`src/rtl/mips150_mem_responder.sv`:
```
// MIPS150 memory-side responder: captures icache/dcache requests and
// serialises them (data first) onto one backing-memory handshake.
module mips150_mem_responder #(
    parameter int MEM_AW = 26
) (
    input  logic              clk,
    input  logic              rst,
    input  logic [31:0]       icache_addr,
    input  logic              icache_re,
    input  logic [3:0]        icache_we,
    input  logic [31:0]       icache_din,
    input  logic [31:0]       dcache_addr,
    input  logic              dcache_re,
    input  logic [3:0]        dcache_we,
    input  logic [31:0]       dcache_din,
    output logic [31:0]       instruction,
    output logic [31:0]       dcache_dout,
    output logic              stall,
    output logic              mem_req,
    output logic [3:0]        mem_we,
    output logic [MEM_AW-1:0] mem_addr,
    output logic [31:0]       mem_wdata,
    input  logic              mem_ack,
    input  logic [31:0]       mem_rdata,
    output logic [31:0]       stall_count
);

    typedef enum logic [1:0] {
        S_IDLE  = 2'd0,
        S_D_REQ = 2'd1,
        S_I_REQ = 2'd2
    } state_t;

    state_t              r_state;
    state_t              w_next;
    logic                r_i_pend;
    logic [MEM_AW-1:0]   r_d_addr;
    logic [3:0]          r_d_we;
    logic [31:0]         r_d_din;
    logic [MEM_AW-1:0]   r_i_addr;
    logic [3:0]          r_i_we;
    logic [31:0]         r_i_din;
    logic [31:0]         r_instruction;
    logic [31:0]         r_dcache_dout;
    logic [31:0]         r_stall_count;
    logic                w_d_hit;
    logic                w_i_hit;
    logic                w_unused;

    // addr[31] selects IO space, which never reaches backing memory
    assign w_d_hit = ~dcache_addr[31] & (dcache_re | (|dcache_we));
    assign w_i_hit = ~icache_addr[31] & (icache_re | (|icache_we));
    assign w_unused = ^{icache_addr, dcache_addr};

    always_comb begin
        w_next = r_state;
        unique case (r_state)
            S_IDLE: begin
                if (w_d_hit)
                    w_next = S_D_REQ;
                else if (w_i_hit)
                    w_next = S_I_REQ;
            end
            S_D_REQ: begin
                if (mem_ack)
                    w_next = r_i_pend ? S_I_REQ : S_IDLE;
            end
            S_I_REQ: begin
                if (mem_ack)
                    w_next = S_IDLE;
            end
            default: w_next = S_IDLE;
        endcase
    end

    always_comb begin
        mem_req   = 1'b0;
        mem_we    = 4'd0;
        mem_addr  = '0;
        mem_wdata = 32'd0;
        unique case (r_state)
            S_D_REQ: begin
                mem_req   = 1'b1;
                mem_we    = r_d_we;
                mem_addr  = r_d_addr;
                mem_wdata = r_d_din;
            end
            S_I_REQ: begin
                mem_req   = 1'b1;
                mem_we    = r_i_we;
                mem_addr  = r_i_addr;
                mem_wdata = r_i_din;
            end
            default: ;
        endcase
    end

    always_ff @(posedge clk or negedge rst) begin
        if (!rst) begin
            r_state       <= S_IDLE;
            r_i_pend      <= 1'b0;
            r_d_addr      <= '0;
            r_d_we        <= 4'd0;
            r_d_din       <= 32'd0;
            r_i_addr      <= '0;
            r_i_we        <= 4'd0;
            r_i_din       <= 32'd0;
            r_instruction <= 32'd0;
            r_dcache_dout <= 32'd0;
        end else begin
            r_state <= w_next;
            unique case (r_state)
                S_IDLE: begin
                    r_i_pend <= w_i_hit;
                    if (w_d_hit) begin
                        r_d_addr <= dcache_addr[MEM_AW+1:2];
                        r_d_we   <= dcache_we;
                        r_d_din  <= dcache_din;
                    end
                    if (w_i_hit) begin
                        r_i_addr <= icache_addr[MEM_AW+1:2];
                        r_i_we   <= icache_we;
                        r_i_din  <= icache_din;
                    end
                end
                S_D_REQ: begin
                    if (mem_ack && r_d_we == 4'd0)
                        r_dcache_dout <= mem_rdata;
                end
                S_I_REQ: begin
                    if (mem_ack) begin
                        r_i_pend <= 1'b0;
                        if (r_i_we == 4'd0)
                            r_instruction <= mem_rdata;
                    end
                end
                default: ;
            endcase
        end
    end

    always_ff @(posedge clk or negedge rst) begin
        if (!rst)
            r_stall_count <= 32'd0;
        else if (r_state != S_IDLE)
            r_stall_count <= r_stall_count + 32'd1;
    end

    assign stall       = (r_state != S_IDLE);
    assign instruction = r_instruction;
    assign dcache_dout = r_dcache_dout;
    assign stall_count = r_stall_count;

endmodule

```
`config.mk`:
```
export PLATFORM = sky130hd
export DESIGN_NAME = mips150_mem_responder
export DESIGN_NICKNAME = d
export VERILOG_FILES = /design/src/rtl/mips150_mem_responder.sv
export SDC_FILE = /design/constraint.sdc
export NUM_CORES = 1
export LEC_CHECK = 0
export ABC_CLOCK_PERIOD_IN_PS = 2300
export CAP_MARGIN = 20
export CORE_UTILIZATION = 40
export DETAILED_ROUTE_END_ITERATION = 10
export DONT_BUFFER_PORTS = 1
export PLACE_DENSITY_LB_ADDON = 0.05
export SLEW_MARGIN = 20
export SYNTH_ARGS = -nofsm -noshare
export SYNTH_HDL_FRONTEND = slang
export SYNTH_SLANG_ARGS = --single-unit
```
`constraint.sdc`:
```
create_clock -name clk -period 2.3 [get_ports clk]
set_clock_uncertainty 0.05 [all_clocks]
set_input_delay 0.46 -clock clk [delete_from_list [all_inputs] [get_ports clk]]
set_output_delay 0.46 -clock clk [all_outputs]
set_load 0.01 [all_outputs]
```
# Word-level counts from Yosys, hierarchy flattened
# Cells that the tools add are included.
# classes
n_eq_ne	5
add_sub_neg	1
n_reduce_logical	15
bitwise	6
n_mux	12
# op_table
operator	n
$pmux 32 s2	1
$pmux 26 s2	1
$add 32x1->32 const B	1
$mux 2	5
$logic_not 4->1	2
$pmux 4 s2	1
$reduce_and 2->1	4
$reduce_or 4->1	2
$pmux 2 s3	1
$reduce_and 3->1	2
$ne 2x2->1 const B	2
$reduce_bool 2->1	2
$ne 3x3->1 const B	1
$and 1x1->1	2
$eq 2x1->1 const B	1
$eq 2x2->1 const B	1
$logic_not 2->1	1
$mux 1	2
$not 1->1	2
$or 1x1->1	2
$pmux 1 s2	1
$reduce_or 2->1	1
$logic_and 1x1->1	1
# word_totals
out_inout_bits	160
wordCells	50
inputBits	173
register_bits	223

# Longest topological paths before layout
# Gate-level depths: netlist of run 1.
# depth
depth_word	6
ltp_mapped	9
mapped_depth_nobuf	6

# Worst setup path after synthesis of run 1
# Ideal clock, no wire load.
# synth_path
path_kind	reg2out
from	register r_state[0]
to	output port mem_wdata[0]
arrival_time_ns	1.533
stages_incl_launch_ff	7
slack_ns	0.257
cell_sequence	dfrtp_1 > inv_1 > ha_1 > clkbuf_1 > clkbuf_1 > a22oi_1 > nor2b_1
# synth_via
elab_chain_cells	2
word_cells_on_any_way	3
cone_classes	eq/ne (2); mux (1)
# synth_lines
element	line	source
from (decl)	34	state_t r_state;
from (signal assigned)	111	r_state <= w_next;
$eq 2x2->1 or $eq 2x1->1 (tied branches)	81	unique case (r_state)
$pmux 32 s2 (*)	81	
to (decl)	22	output logic [31:0] mem_wdata,
# Mark *: on every way between the ends. The rest lies on a longest branch, timed or not.

# Worst setup path in the final report of run 1
# layout_path
from	register r_state[1]
to	output port mem_wdata[22]
# The elaborated chain is that of the path after synthesis.

==> out/qor.csv, run 1 <==
stage;metric;value;unit
drt;Routed Antenna Nets;0;
clock_tree;clk sinks;223;
sta;Slew @ Worst Pin;0.5146;ns
pwr;P per Cell Area;1457;nW/um^2
setup_path;critical path peak fanout;27;
synthesis;Most used DFF post-synth;dfrtp_1;
clock_tree;Skew-Pair Late Insertion Delay;0.52;ns
synthesis;Distinct cells, synth;41;
global_routing;busiest grt layer;met2;
setup_path;Worst Path Buf+Inv;2;
place;port buffer count;0;
synthesis;Synth area leaders;dfrtp_1 58%, mux2_2 15%, mux2_1 6.9%, a22oi_1 4.9%, nor2b_1 4.0%;
setup_path;WP data required;1.79;ns
sta;TNS Setup;-0.1362;ns
clock_tree;CTS buffer count;26;
hold_path;hold crit path type;input port to asynchronous set/reset pin;
die;# IOs;333;
die;row count;56;
layout;Final Core Density;48.84;%
clock_tree;Root Buffer;clkbuf_16;
synthesis;most frequent cell after synthesis;dfrtp_1;
sta;min Tclk post-route;2.329;ns
sta;Max Slew Vio Count;0;
global_routing;GR Util met3;6.525;%
pwr;total power;16800;uW
global_routing;Total GRT Usage;18.98;%
sta;Fmax;0.4293;GHz
clock_tree;H-tree levels;1;
global_routing;largest net degree at the start of global routing;224;
setup_path;crit-path max cell delay;0.38;ns
drt;Vias/cell;5.415;
place;dpl ws;0.2020;ns
global_routing;residual overflow from global routing;0;
setup_path;slowest CP cell;dfrtp_1;
setup_path;Worst Setup End Kind;output pin;
drt;routed vias;5762;
setup_path;instance count on the critical path;5;
sta;RSZ-0062 raised after global routing;yes;
place;Final GP Congestion;0.7595;
global_routing;first-pass GRT wire length;35920;um
sta;Hold WS;-0.4186;ns
global_routing;met2 GRT Util;32.28;%
die;die height;157.4;um
layout;area delta synth->final;19.34;%
layout;ratio of cells with drive above 1 in the final layout;40.27;%
setup_path;reg2reg path depth;7;
synthesis;Mapped Area;9663;sq um
synthesis;Syn Inst Count;698;
synthesis;Yosys reg bits;223;
die;die area;24780;sq um
sta;worst setup margin;-0.02949;ns
run_status;outcome;finished with violations;
global_routing;GR met1 Demand/Resource;21.94;%
drt;wire per inst;22.53;um
synthesis;Mean Syn Cell Area;13.84;sq um
sta;final worst-path cycle share;101.3;%
clock_tree;cts hold-fix bufs;11;
setup_path;critical path class;flop to output pin;
flow_run;max-cap violation count;0;
global_routing;initial antenna violation count;8;
synthesis;Yosys top cell area share;57.75;%
pwr;worst vdd ir;0.7653;mV
synthesis;Seq/Total Area, Yosys;57.75;%
synthesis;Post-synth EDFFs;0;
setup_path;worst path cell trace;buf_4, ha_4, buf_12, a22oi_1, nor2b_4;
drt;1st-iter DRT viols;328;
die;initial core utilization;40.92;%
synthesis;leading area contributor after synthesis;dfrtp_1;
clock_tree;CTS tree;built;
setup_path;delay-heaviest family, CP;flip-flops;
drt;drc violations;0;
place;post-DP HPWL;15260;um
sta;Max-slew headroom;65.69;%
layout;Layout Nets;895;
clock_tree;Worst-path clk slew;0.06;ns
sta;Final Setup Violations;10;
drt;Routed WL;23970;um
run_status;failing checks;negative hold slack, negative setup slack;
global_routing;vias in the first global route;6214;
die;core area;23610;sq um
synthesis;synth cell count leaders;223 x dfrtp_1, 130 x mux2_2, 63 x a22oi_1;
synthesis;synth warn;0;
synthesis;syn nets;875;
synthesis;proportion of synthesized flip-flops having asynchronous set or reset;100.0;%
die;Die Wd;157.4;um
setup_path;CP arrival;1.82;ns
pwr;Leak;0.004930;uW
setup_path;CP Launch Type;flop;
sta;Final Hold Vio Count;223;
clock_tree;Clock Tree Buf Depth;3;
drt;drt pass-1 iters;4;
report_power, final:
group / internal [uW] / switching (uW) / total (uW)
sequential: 5640 / 1420 / 7060
clock: 2410 / 1580 / 3990
combinational: 3110 / 2640 / 5750
total: 11200 / 5640 / 16800
path summary, 6_finish.rpt:
| kind | startpoint | endpoint | slack [ns] |
|---|---|---|---|
| worst max-delay path | r_state[1]$_DFFE_PN0P_ | mem_wdata[22] | -0.03 |
| worst min-delay path | rst | stall_count[11]$_DFFE_PN0N_ | -0.42 |
| min in group clk | icache_din[26] | r_i_din[26]$_DFFE_PN0P_ | 0.02 |
| worst min register to register | r_i_din[12]$_DFFE_PN0P_ | r_i_din[12]$_DFFE_PN0P_ | 0.44 |
| max in group asynchronous | rst | r_i_din[10]$_DFFE_PN0P_ | 2.31 |
| worst max register to register | r_state[1]$_DFFE_PN0P_ | instruction[10]$_DFFE_PN0P_ | 0.17 |
sequential cells by signal, summed over array words and instances (netlist names):
name / flops
dcache_dout: 32
instruction: 32
r_d_din: 32
r_i_din: 32
stall_count: 32
r_d_addr: 26
r_i_addr: 26
r_d_we: 4
r_i_we: 4
r_state: 2
r_i_pend: 1
area by class of cell:
cell class,count,area (sq um)
Antenna cell,10,25.02
Clock buffer,39,770.7
Clock inverter,6,61.31
Fill cell,2092,12080
Inverter,6,22.52
Multi-Input combinational cell,426,4218
Sequential cell,223,5580
Tap cell,319,399.1
Timing Repair Buffer,35,455.4
layout by cell type (no fill, tap or decap), types with 3 or more instances in the layout:
| master | n |
|---|---|
| nor2b_1 | 5 |
| a21oi_1 | 3 |
| buf_12 | 8 |
| ha_4 | 3 |
| nor2_1 | 7 |
| clkinv_2 | 3 |
| dlygate4sd3_1 | 11 |
| diode_2 | 10 |
| nand3_1 | 6 |
| nand2_1 | 10 |
| mux2_2 | 130 |
| inv_2 | 3 |
| and3_1 | 3 |
| nor4_1 | 5 |
| dfrtp_1 | 223 |
| clkbuf_8 | 5 |
| buf_4 | 11 |
| nand4_1 | 7 |
| xor2_1 | 17 |
| inv_1 | 3 |
| nor4_2 | 3 |
| xnor2_1 | 14 |
| clkbuf_16 | 28 |
| nor2b_4 | 17 |
| nor2b_2 | 40 |
| clkbuf_1 | 7 |
| mux2_1 | 59 |
| a22oi_1 | 35 |
| nor3_1 | 8 |
| a22oi_2 | 28 |
stage by stage:
step                area [sq um]  instances
floorplan                   9663        698
global placement           10020        989
detailed placement         10020        989
CTS                        11390       1051
global route               11520       1061
finish                     11530       1064
logic make-up (layout without fill, tap and decap cells):
group	Yosys count	in the layout	share of synthesized area (%)
flops	223	223	57.75
mux	189	189	22.03
simple gates	130	130	8.546
compound gates	72	72	5.516
buf+inv	49	86	2.836
xor+xnor	31	31	2.810
fa+ha+maj	4	4	0.5180
other cells	0	10	0
per-layer routing:
| layer | wire [um] | share of wire, % |
|---|---|---|
| met4 | 603 | 2.5 |
| met1 | 9107 | 38 |
| met2 | 12080 | 50 |
| met5 | 0 | 0 |
| met3 | 2182 | 9.1 |
repair_timing:
item | CTS | global route
pin swaps | 0 | 4
resized for setup | 95 | 19
cloned | 2 | 2
endpoints found under the hold margin | 234 | 223
setup endpoints to repair | 62 | 62
buffers inserted | 4 | 1
Note: power is estimated with default switching activity, not from simulation.
==> run 2: changes to the inputs <==
--- a/config.mk
+++ b/config.mk
@@ -11,7 +11,9 @@
 export DETAILED_ROUTE_END_ITERATION = 10
 export DONT_BUFFER_PORTS = 1
 export PLACE_DENSITY_LB_ADDON = 0.05
+export REMOVE_ABC_BUFFERS = 1
 export SLEW_MARGIN = 20
 export SYNTH_ARGS = -nofsm -noshare
 export SYNTH_HDL_FRONTEND = slang
 export SYNTH_SLANG_ARGS = --single-unit
+export TNS_END_PERCENT = 10
==> run 2 against run 1 <==
- the run still ends with negative hold slack, negative setup slack left
- utilization is 0.70 points lower
- maximum frequency is 0.60% lower
- cell area is 1.4% lower
- routed wire length is 2.6% higher
- worst setup slack worse by 0.014 ns
- critical endpoint is now mem_addr[7]
- highest routed layer is now met5
==> out/qor.csv, run 2 (synthesis gave the netlist of run 1 again) <==
stage;metric;value;unit;change
layout;commonest non-fill, non-tap cell in the layout;dfrtp_1;;
die;core area;23610;sq um;unchanged
drt;Routed WL;24590;um;+2.6%
die;die area;24780;sq um;unchanged
die;initial core utilization;40.92;%;unchanged
setup_path;CP Launch Type;flop;;
place;dpl ws;0.2477;ns;+0.04571 ns
place;post-DP HPWL;15570;um;+2.0%
setup_path;Worst Setup End Kind;output pin;;
setup_path;critical path class;flop to output pin;;
hold_path;hold crit path type;input port to asynchronous set/reset pin;;
global_routing;largest net degree at the start of global routing;224;;unchanged
drt;Vias/cell;5.439;;+0.43%
run_status;outcome;finished with violations;;
clock_tree;Worst-path clk slew;0.06;ns;about the same
drt;Routed Antenna Nets;0;;unchanged
die;die height;157.4;um;unchanged
sta;Max-slew headroom;68.74;%;+3.0 points
run_status;failing checks;negative hold slack, negative setup slack;;
clock_tree;clk sinks;223;;unchanged
clock_tree;CTS buffer count;25;;-3.8%
die;# IOs;333;;unchanged
layout;Final Core Density;48.14;%;-0.70 points
sta;min Tclk post-route;2.343;ns;+0.01396 ns
layout;most frequent cells in the layout;223 x dfrtp_1, 130 x mux2_2, 63 x a22oi_1;;
flow_run;max-cap violation count;0;;unchanged
sta;Slew @ Worst Pin;0.4689;ns;-0.04569 ns
sta;final worst-path cycle share;101.9;%;+0.61 points
layout;area delta synth->final;17.64;%;
clock_tree;CTS tree;built;;
drt;wire per inst;23.44;um;+4.0%
pwr;P per Cell Area;1454;nW/um^2;-0.21%
clock_tree;H-tree levels;1;;unchanged
setup_path;WP data required;1.79;ns;about the same
clock_tree;Clock Tree Buf Depth;3;;unchanged
setup_path;CP arrival;1.83;ns;about the same
pwr;total power;16520;uW;-1.6%
drt;routed vias;5705;;-0.99%
place;port buffer count;0;;unchanged
global_routing;Total GRT Usage;19.36;%;+0.38 points
sta;Max Slew Vio Count;0;;unchanged
layout;Layout fillers;2111;;+0.91%
sta;RSZ-0062 raised after global routing;yes;;
sta;Final Hold Vio Count;223;;unchanged
drt;1st-iter DRT viols;259;;-21%
drt;drt pass-1 iters;4;;unchanged
setup_path;worst path cell trace;inv_2, ha_4, buf_4, clkbuf_16, a22oi_1, nor2b_4;;
die;row count;56;;unchanged
sta;Fmax;0.4267;GHz;-0.60%
setup_path;critical path peak fanout;12;;-56%
global_routing;first-pass GRT wire length;36630;um;+2.0%
layout;Layout Nets;890;;-0.56%
clock_tree;cts hold-fix bufs;1;;-10
global_routing;residual overflow from global routing;0;;unchanged
setup_path;crit-path max cell delay;0.37;ns;about the same
clock_tree;Root Buffer;clkbuf_16;;
global_routing;vias in the first global route;6294;;+1.3%
setup_path;slowest CP cell;dfrtp_1;;
pwr;Leak;0.004919;uW;-0.22%
drt;drc violations;0;;unchanged
pwr;worst vdd ir;0.7643;mV;-0.12%
clock_tree;Skew-Pair Late Insertion Delay;0.50;ns;-0.02 ns
sta;worst setup margin;-0.04345;ns;-0.01396 ns
sta;Hold WS;-0.4056;ns;+0.01305 ns
sta;Final Setup Violations;21;;+11
die;Die Wd;157.4;um;unchanged
place;Final GP Congestion;0.7336;;-3.4%
layout;ratio of cells with drive above 1 in the final layout;36.86;%;-3.4 points
global_routing;initial antenna violation count;5;;-3
[run 2: worst paths after layout]
| check | slack, ns | startpoint | depth (start not counted) | endpoint |
|---|---|---|---|---|
| max in group asynchronous | 2.33 | rst | 0 | instruction[11]$_DFFE_PN0P_ |
| hold / removal | -0.41 | rst | 0 | r_i_addr[11]$_DFFE_PN0P_ |
| hold reg to reg | 0.44 | r_i_din[30]$_DFFE_PN0P_ | 1 | r_i_din[30]$_DFFE_PN0P_ |
| setup reg to reg | 0.19 | r_state[1]$_DFFE_PN0P_ | 8 | dcache_dout[17]$_DFFE_PN0P_ |
| setup / recovery | -0.04 | r_state[1]$_DFFE_PN0P_ | 6 | mem_addr[7] |
| min in group clk | 0.03 | icache_din[3] | 1 | r_i_din[3]$_DFFE_PN0P_ |
[run 2: metrics by stage]
step           cells  setup TNS, ns  cell area [sq um]  hold slack (ns)
5_1_grt         1048         -4.838              11360          -0.4327
3_3_place_gp     992              0              10060           0.1194
4_1_cts         1038         -1.769              11200          -0.4270
3_5_place_dp     992              0              10060           0.1207
6_report        1049        -0.3681              11370          -0.4056
2_1_floorplan    655        -149.04               9412           0.1144
[run 2: critical path: cells and delay by family, from the launching register on]
family	cells	cell delay, ns
and+or+nand+nor	1	0.09
adders and majority gates	1	0.20
DFF	1	0.37
buffers and inverters	3	0.41
AOI/OAI and AO/OA	1	0.26
[run 2: where the power goes]
group	switching, uW	total [uW]	internal [uW]
registers	1340	6980	5630
clock network	1500	3800	2300
logic	2610	5750	3140
total	5460	16500	11100
[run 2: cell type report]
cell class	instances	area [sq um]	share of cell area [%]
diodes	3	7.507	0.06604
clock buffers	40	782.0	6.879
clock inverters	1	7.507	0.06604
inverters	6	22.52	0.1981
multi-input cells	426	4058	35.70
flip-flops and latches	223	5580	49.09
well taps	319	399.1	3.511
repair buffers	31	510.5	4.491
[run 2: routing by layer]
| metal | vias to the layer above | routed length (um) | global-route usage [%] |
|---|---|---|---|
| li1 | 2534 | - | - |
| met1 | 2945 | 9769 | 23.35 |
| met2 | 189 | 12380 | 33.57 |
| met3 | 33 | 1917 | 6.002 |
| met4 | 4 | 501 | 4.623 |
| met5 | - | 23 | 0 |
[run 2: timing repair]
item	CTS	global route
pin swaps	1	1
resized for setup	79	6
setup endpoints to repair	62	62
gates cloned	3	3
buffers inserted	1	5
endpoints found under the hold margin	224	223
